## src/rtl/gs_pkg.sv

```systemverilog
// Shared defaults and the reciprocal-seed generator for the Goldschmidt divider.
// The generator is used both to build the ROM and by reference models.
package gs_pkg;

    localparam int unsigned GS_DIV_W  = 16;
    localparam int unsigned GS_SEED_W = 8;
    localparam int unsigned GS_TAG_W  = 4;

    // Seed for table entry i; round_mid selects interval midpoint instead of lower edge.
    function automatic int unsigned gs_seed_val(input int unsigned i,
                                                input int unsigned addr_w,
                                                input int unsigned seed_w,
                                                input int unsigned round_mid);
        longint unsigned num;
        longint unsigned den;
        longint unsigned q;
        longint unsigned lim;
        if (round_mid != 0) begin
            num = 64'd1 << (addr_w + seed_w + 1);
            den = (64'd1 << (addr_w + 1)) + 64'(2 * i) + 64'd1;
        end else begin
            num = 64'd1 << (addr_w + seed_w);
            den = (64'd1 << addr_w) + 64'(i);
        end
        q   = num / den;
        lim = (64'd1 << seed_w) - 64'd1;
        if (q > lim) begin
            q = lim;
        end
        return int'(q);
    endfunction

endpackage

```

## src/rtl/gs_pipe_reg.sv

```systemverilog
// Single valid/ready register slice; accepts whenever it is empty or being drained,
// and only overwrites its payload when a valid item arrives.
module gs_pipe_reg #(
    parameter int unsigned W = 8
) (
    input  logic         clk,
    input  logic         rst_n,
    input  logic         in_valid,
    output logic         in_ready,
    input  logic [W-1:0] in_data,
    output logic         out_valid,
    input  logic         out_ready,
    output logic [W-1:0] out_data
);

    logic         valid_q;
    logic [W-1:0] data_q;

    assign in_ready  = !valid_q || out_ready;
    assign out_valid = valid_q;
    assign out_data  = data_q;

    always_ff @(posedge clk or negedge rst_n) begin
        if (!rst_n) begin
            valid_q <= 1'b0;
            data_q  <= '0;
        end else if (in_ready) begin
            valid_q <= in_valid;
            if (in_valid) begin
                data_q <= in_data;
            end
        end
    end

endmodule

```

## src/rtl/gs_seed_rom.sv

```systemverilog
// Two-stage pipelined reciprocal-seed ROM: slice 1 captures index/tag/err,
// the table lookup sits between slice 1 and slice 2, slice 2 drives the outputs.
module gs_seed_rom
    import gs_pkg::*;
#(
    parameter int unsigned DIV_W     = GS_DIV_W,
    parameter int unsigned ADDR_W    = 3,
    parameter int unsigned SEED_W    = GS_SEED_W,
    parameter int unsigned TAG_W     = GS_TAG_W,
    parameter int unsigned ROUND_MID = 0
) (
    input  logic              clk,
    input  logic              rst_n,
    input  logic              in_valid,
    output logic              in_ready,
    input  logic [DIV_W-1:0]  in_div,
    input  logic [TAG_W-1:0]  in_tag,
    output logic              out_valid,
    input  logic              out_ready,
    output logic [SEED_W-1:0] out_seed,
    output logic [TAG_W-1:0]  out_tag,
    output logic              out_err
);

    localparam int unsigned S1_W    = ADDR_W + TAG_W + 1;
    localparam int unsigned S2_W    = SEED_W + TAG_W + 1;
    localparam int unsigned ENTRIES = 1 << ADDR_W;

    logic [SEED_W-1:0] rom [ENTRIES];

    for (genvar g = 0; g < ENTRIES; g++) begin : g_rom
        assign rom[g] = SEED_W'(gs_seed_val(g, ADDR_W, SEED_W, ROUND_MID));
    end

    // Only the index bits and the MSB matter; the rest of the mantissa is ignored.
    logic unused_div;
    assign unused_div = ^in_div;

    logic [S1_W-1:0]   s1_in;
    logic [S1_W-1:0]   s1_out;
    logic              s1_valid;
    logic              s2_ready;
    logic [ADDR_W-1:0] s1_idx;
    logic [TAG_W-1:0]  s1_tag;
    logic              s1_err;
    logic [SEED_W-1:0] s1_seed;
    logic [S2_W-1:0]   s2_in;
    logic [S2_W-1:0]   s2_out;

    assign s1_in = {in_div[DIV_W-2 -: ADDR_W], in_tag, ~in_div[DIV_W-1]};
    assign {s1_idx, s1_tag, s1_err} = s1_out;

    gs_pipe_reg #(
        .W (S1_W)
    ) u_s1 (
        .clk       (clk),
        .rst_n     (rst_n),
        .in_valid  (in_valid),
        .in_ready  (in_ready),
        .in_data   (s1_in),
        .out_valid (s1_valid),
        .out_ready (s2_ready),
        .out_data  (s1_out)
    );

    assign s1_seed = s1_err ? '0 : rom[s1_idx];
    assign s2_in   = {s1_seed, s1_tag, s1_err};

    gs_pipe_reg #(
        .W (S2_W)
    ) u_s2 (
        .clk       (clk),
        .rst_n     (rst_n),
        .in_valid  (s1_valid),
        .in_ready  (s2_ready),
        .in_data   (s2_in),
        .out_valid (out_valid),
        .out_ready (out_ready),
        .out_data  (s2_out)
    );

    assign {out_seed, out_tag, out_err} = s2_out;

endmodule
```

## config.mk

```make
export PLATFORM = sky130hd
export DESIGN_NAME = gs_seed_rom
export DESIGN_NICKNAME = d
export VERILOG_FILES = /design/src/rtl/gs_pkg.sv /design/src/rtl/gs_pipe_reg.sv /design/src/rtl/gs_seed_rom.sv
export SDC_FILE = /design/constraint.sdc
export NUM_CORES = 1
export LEC_CHECK = 0
export BUFFER_PORTS_ARGS = -buffer_cell sky130_fd_sc_hd__buf_2
export CAP_MARGIN = 20
export CORE_ASPECT_RATIO = 0.7
export CORE_UTILIZATION = 32
export DETAILED_ROUTE_END_ITERATION = 7
export PLACE_DENSITY_LB_ADDON = 0.08
export SYNTH_ARGS = -nofsm -noshare
export SYNTH_HDL_FRONTEND = slang
export SYNTH_SLANG_ARGS = --single-unit
```

## constraint.sdc

```tcl
create_clock -name clk -period 3.5 [get_ports clk]
set_clock_uncertainty 0.2 [all_clocks]
set_input_delay 0.35 -clock clk [delete_from_list [all_inputs] [get_ports clk]]
set_output_delay 0.35 -clock clk [all_outputs]
set_load 0.01 [all_outputs]
```

==> results.md, run 1 <==
* Outcome: finished with violations
* Failing checks: design-rule violations
* Boundary pin count at 39
* Reg clk slew, reported paths at 0.08 ns
* Syn nets at ~110
* Hold path startpoint: in_div[15]
* Synth unique cells at 23
* Worst slew margin at 0.6530
* RSZ-0062 raised after global routing: false
* Synthesized area per cell at 13.93 sq um
* Core footprint at 3169 sq um
* Final hold vios at 0
* Number of DRC markers in iteration 0 at 11
* Pre-Repair DR Iteration Count at 5
* Vias in the first global route at 658
* Setup Crit Path Kind: reg -> reg
* Initial Utilization at 0.3383
* Final GP Congestion at a little under 0.7
* PostCTS Resize Cnt at 0
* CTS Hold Bufs at 1
* Type of the most critical hold path: in -> reg
* Seq/Total Area, Yosys at 0.5368
* #FFs+latches synth at 23
* Crit path arrival time at 1.58 ns
* Total power divided by cell area at approximately 560 nW/um^2
* Synth top area share at 0.5368
* Most frequent cells after synthesis: dfrtp_1 (23), mux2_1 (7), mux2_4 (7)
* DP Wirelength at approximately 1300 um
* TritonCTS clock tree: yes
* Clk buf depth at 2
* Synth Warn # at 0
* Number of clock sinks at 23
* Critical R2R Launch: u_s1.out_data[5]
* DR vias at between 600 and 700
* Slew @ Worst Pin at 0.5206 ns
* Initial antenna violation count at 0
* Overflow after GRT at 0
* Top cells by area, synth: dfrtp_1 (54%), mux2_4 (9.8%), mux2_1 (7.4%)
* Total wire length at 1855 um
* Layout overhead on the synthesized area at 19.95%
* Worst-path maximum fanout at 7
* CTS Buf Count at 3
* Number of setup buffers added after CTS at 0
* Leakage at between 0.0006 and 0.0007 uW
* F_max at 613.2 MHz
* First-pass GRT wire length at between 3000 and 4000 um
* Final min period at 1.631 ns
* Final period util at 0.4659
* Placed cell area at between 1000 and 1500 sq um
* Number of diodes at 0
* Worst vdd ir at 0.2356 mV
* Clk_lat worst skew at 0.26 ns
* Die ar. at 3590 sq um
* Mapped Cells at 77
* Fin util at 0.4058
* Die Y-Extent at 50.43 um
* Root Driver: clkbuf_8
* GRT Total Usage at 0.1191
* WHS at 0.05401 ns
* H-tree Lvls at 1
* FP Rows at 17
* Worst Setup SP: u_s1.out_data[5]
* EDFF count, synth at 0
* DIE WIDTH at 71.19 um
* Routed len/inst at 12.97 um
* Setup tns final at 0 ns
* Layout Cell Area excl Fill at ~1300 sq um
* Most common cell in the synthesized netlist: dfrtp_1
* Syn Std Cell Area at 1072 sq um
* FILL cells at 319
* Antenna viol nets, final at 0
* Synth Flop Type: dfrtp_1
* DRC viols at 3
* Pwr Total at 714.1 uW
* Max-cap violations at 0
* Vias/cell at approximately 4.7
* Worst Path Required at 3.45 ns
* Fraction of registers with async set/reset at 1.000
* Final nets at roughly 140
* Final setup viols at 0
* Largest net degree at the start of global routing at 24
* Share of cells above drive strength 1 at 0.4190
* Port Buf Inserts at 26
* Nature of the critical path startpoint: flip-flop
* Synth area leader: dfrtp_1
* Pins Over Slew Limit at 0
* Critical Path Sink Type: flip-flop
-- through the flow --
stage / worst slack, ns / instances
floorplan: 1.992 / 77
global placement: 1.813 / 138
detailed placement: 1.790 / 138
CTS: 1.855 / 143
global route: 1.736 / 143
finish: 1.869 / 143
-- state kept, by name (all words and copies together) (netlist names) --
name            count
u_s2.out_data      13
u_s1.out_data       8
u_s1.out_valid      1
u_s2.out_valid      1
-- final timing paths --
kind	to	slack, ns	cells past startpoint
worst min-delay path	u_s1.out_data[0]	0.05	2
min in group asynchronous	u_s1.out_data[5]	0.39	2
worst max-delay path	u_s2.out_data[7]	1.87	5
max in group asynchronous	u_s2.out_data[1]	2.36	2
worst min register to register	u_s2.out_data[9]	0.29	1
worst max register to register	u_s2.out_data[7]	1.87	5
-- routing by layer --
layer | vias to the layer above | part of all wire | GRT usage
li1 | 325 | - | -
met4 | 0 | 0.0038 | 0.03000
met5 | - | 0 | 0
met3 | 2 | 0.049 | 0.04819
met1 | 324 | 0.52 | 0.1589
met2 | 17 | 0.42 | 0.1794
-- logic make-up after synthesis --
logic type,after synthesis,synth area share
flops,23,0.5368
mux,19,0.2217
simple gates,17,0.09451
buf+inv,6,0.02916
fa+ha+maj,6,0.07001
compound gates,5,0.03968
xor+xnor,1,0.008170
-- placed cells by master, fill, tap and decap left out, types with 2 or more instances in the layout --
| cell | count |
|---|---|
| buf_2 | 26 |
| clkbuf_8 | 3 |
| dfrtp_1 | 23 |
| ha_1 | 6 |
| inv_1 | 3 |
| mux2_1 | 7 |
| mux2_2 | 3 |
| mux2_4 | 7 |
| mux2i_1 | 2 |
| nand2_2 | 2 |
| nand2b_1 | 2 |
| nand3_1 | 2 |
| nor2b_1 | 3 |
| nor3_1 | 4 |
| o2bb2ai_1 | 3 |
-- where the power goes --
| group | total, uW | switching, uW | leakage [uW] | internal [uW] |
|---|---|---|---|---|
| logic | 189 | 83.4 | 0.000336 | 106 |
| registers | 362 | 41.4 | 0.000275 | 320 |
| clock network | 163 | 83.6 | 0.0000255 | 79.4 |
| total | 714 | 208 | 0.000636 | 506 |
-- critical path, cell delays in order (launching register included) --
cell and delay, ns:
dfrtp_1 0.47, inv_1 0.12, ha_1 0.22, nor3_1 0.17
nor3_1 0.07, mux2_4 0.27
-- final cells by class --
cell class | count | area, sq um | share of cell area
Sequential cell | 23 | 575.6 | 0.4475
Multi-Input combinational cell | 48 | 465.4 | 0.3619
Timing Repair Buffer | 27 | 140.1 | 0.1089
Clock buffer | 3 | 41.29 | 0.03210
Tap cell | 38 | 47.55 | 0.03697
Inverter | 3 | 11.26 | 0.008755
Clock inverter | 1 | 5.005 | 0.003891
Note: power is estimated with default switching activity, not from simulation.
==> run 2: changes to the inputs <==
- clock period: 3.5 -> 1.5 ns (I/O delays scaled with it)
==> run 2 against run 1 <==
  * The flow still finishes with violations (design-rule violations)
  * Non-clock buffer count rose by 18
  * Die area is the same
  * Via count grew 9.4%
  * Clock power grew 130%
==> results.md, run 2 (same netlist as run 1, synthesis figures left out) <==
* Pins Over Slew Limit at 0 (unchanged)
* Port Buf Inserts at 26 (unchanged)
* Clk_lat worst skew at 0.26 ns (about the same)
* RSZ-0062 raised after global routing: true
* Number of clock sinks at 23 (unchanged)
* Vias in the first global route at 710 (+7.9%)
* Reg clk slew, reported paths at 0.08 ns (about the same)
* Root Driver: clkbuf_8
* DR vias at 731 (+9.4%)
* DIE WIDTH at 71.19 um (unchanged)
* Vias/cell at 4.540 (-2.8%)
* Crit path arrival time at 1.43 ns (-0.15 ns)
* Worst vdd ir at 0.6220 mV (+160%)
* Reg2reg end: u_s1.out_valid
* Die Y-Extent at 50.43 um (unchanged)
* Final hold vios at 0 (unchanged)
* Slew @ Worst Pin at 0.5245 ns (+0.003904 ns)
* Clk buf depth at 2 (unchanged)
* Type of the most critical hold path: in -> reg
* DP Wirelength at 1371 um (+4.3%)
* Pre-Repair DR Iteration Count at 6 (+1)
* Total power divided by cell area at 1190 nW/um^2 (+110%)
* Final setup viols at 0 (unchanged)
* Die ar. at 3590 sq um (unchanged)
* Worst Path Required at 1.45 ns (-2.00 ns)
* Boundary pin count at 39 (unchanged)
* Worst slew margin at 0.6504 (-0.002603)
* Max-cap violations at 0 (unchanged)
* F_max at 677.4 MHz (+10%)
* Antenna viol nets, final at 0 (unchanged)
* TritonCTS clock tree: yes
* Critical Path Sink Type: flip-flop
* Slack of the critical path at 0.02372 ns (-1.845 ns)
* Flop-to-flop setup slack at 0.02 ns (-1.85 ns)
* Placed cell area at 1282 sq um (+4.3%)
* Final min period at 1.476 ns (-0.1545 ns)
* Worst-path maximum fanout at 4 (-3)
* Number of DRC markers in iteration 0 at 38 (+27)
* Final GP Congestion at 0.6843 (-1.1%)
* Initial antenna violation count at 0 (unchanged)
* Share of cells above drive strength 1 at 0.5285 (+0.1094)
* Nature of the critical path startpoint: flip-flop
* CTS Buf Count at 3 (unchanged)
* Overflow after GRT at 0 (unchanged)
* Layout overhead on the synthesized area at 38.86%
* Setup Crit Path Kind: reg -> reg
* Most frequent cells in the layout: buf_2 (26), dfrtp_1 (21), dlygate4sd3_1 (11)
* DRC viols at 4 (+1)
* H-tree Lvls at 1 (unchanged)
* Layout Cell Area excl Fill at 1489 sq um (+16%)
* Hold path startpoint: out_ready
* Worst reg2reg path depth at 3 (-2)
* Largest net degree at the start of global routing at 24 (unchanged)
* Initial Utilization at 0.3383 (unchanged)
* First-pass GRT wire length at 3394 um (+7.9%)
* Largest register FFs at 13 (unchanged)
* Failing checks: design-rule violations
* Final nets at 154 (+13%)
* Number of diodes at 0 (unchanged)
* Critical Path End: u_s1.out_valid
* Outcome: finished with violations
* Routed len/inst at 12.30 um (-5.1%)
* Final period util at 0.9842 (+0.5182)
* Worst Setup SP: u_s1.out_valid
* FP Rows at 17 (unchanged)
* GRT Total Usage at 0.1303 (+0.01117)
* Core footprint at 3169 sq um (unchanged)
* Hold depth at 4 (+2)
* Total wire length at 1981 um (+6.8%)
* Post-Place Worst Slack at -0.0005435 ns (-1.791 ns)
* Critical R2R Launch: u_s1.out_valid
* Commonest non-fill, non-tap cell in the layout: buf_2
* Leakage at 0.0007110 uW (+12%)
-- run 2: changes by cell type in the layout (fill, tap and decap cells not counted), moves of 2 or more --
cell / previous run / this run
ha_2: 0 / 3
nor2b_1: 3 / 1
dfrtp_1: 23 / 21
nor3_2: 0 / 2
nor3_1: 4 / 2
ha_1: 6 / 3
inv_2: 0 / 2
buf_4: 0 / 8
dlygate4sd3_1: 1 / 11
dfrtp_2: 0 / 2
inv_1: 3 / 1
-- run 2: how the worst min path moves through the flow --
stage | to | slack, ns
2_1_floorplan | u_s1.out_data[0] | -0.35
3_3_place_gp | u_s2.out_data[6] | -0.04
5_1_grt | u_s2.out_valid | 0.1
3_5_place_dp | u_s2.out_data[6] | -0.03
4_1_cts | u_s2.out_valid | 0.07
6_report | u_s2.out_valid | 0.08
-- run 2: critical path, stage by stage (launching register included) --
cell and delay (ns):
dfrtp_1 0.42, nand3b_2 0.12, dlygate4sd3_1 0.57, nand2b_1 0.06
-- run 2: where the power goes --
group          internal, uW  switching, uW  leakage, uW
Sequential              750           96.8     0.000273
Clock                   189            193    0.0000228
Combinational           317            226     0.000415
-- run 2: final cells by class --
cell class                      instances  area (sq um)
Sequential cell                        23         578.1
Fill cell                             291          1680
Tap cell                               38         47.55
Multi-Input combinational cell         48         506.7
Clock buffer                            4         45.04
Inverter                                3         11.26
Timing Repair Buffer                   45         300.3
-- run 2: through the flow --
step	hold slack (ns)	total power, uW	util	TNS, ns	instances
after global routing	0.09740	1904	0.4698	-0.2881	161
after floorplan	-0.3456	1145	-	0	77
after detailed placement	-0.02681	1342	0.4047	-0.0005435	145
after global placement	-0.04266	1333	0.4047	0	145
final	0.08451	1772	0.4698	0	161
after CTS	0.07433	1779	0.4584	0	161
-- run 2: repair_timing --
action	in CTS	in global routing
setup buffers	1	0
endpoints found under the setup margin	2	16
hold endpoints to repair	32	0
resized for setup	3	11
pin swaps	1	3
hold buffers	11	0
-- run 2: layer usage --
metal / GRT usage / share of wire / vias to the layer above
li1: - / - / 361
met1: 0.1711 / 0.51 / 348
met2: 0.2000 / 0.43 / 20
met3: 0.04819 / 0.049 / 2
met4: 0.04000 / 0.0071 / 0
met5: 0 / 0 / -
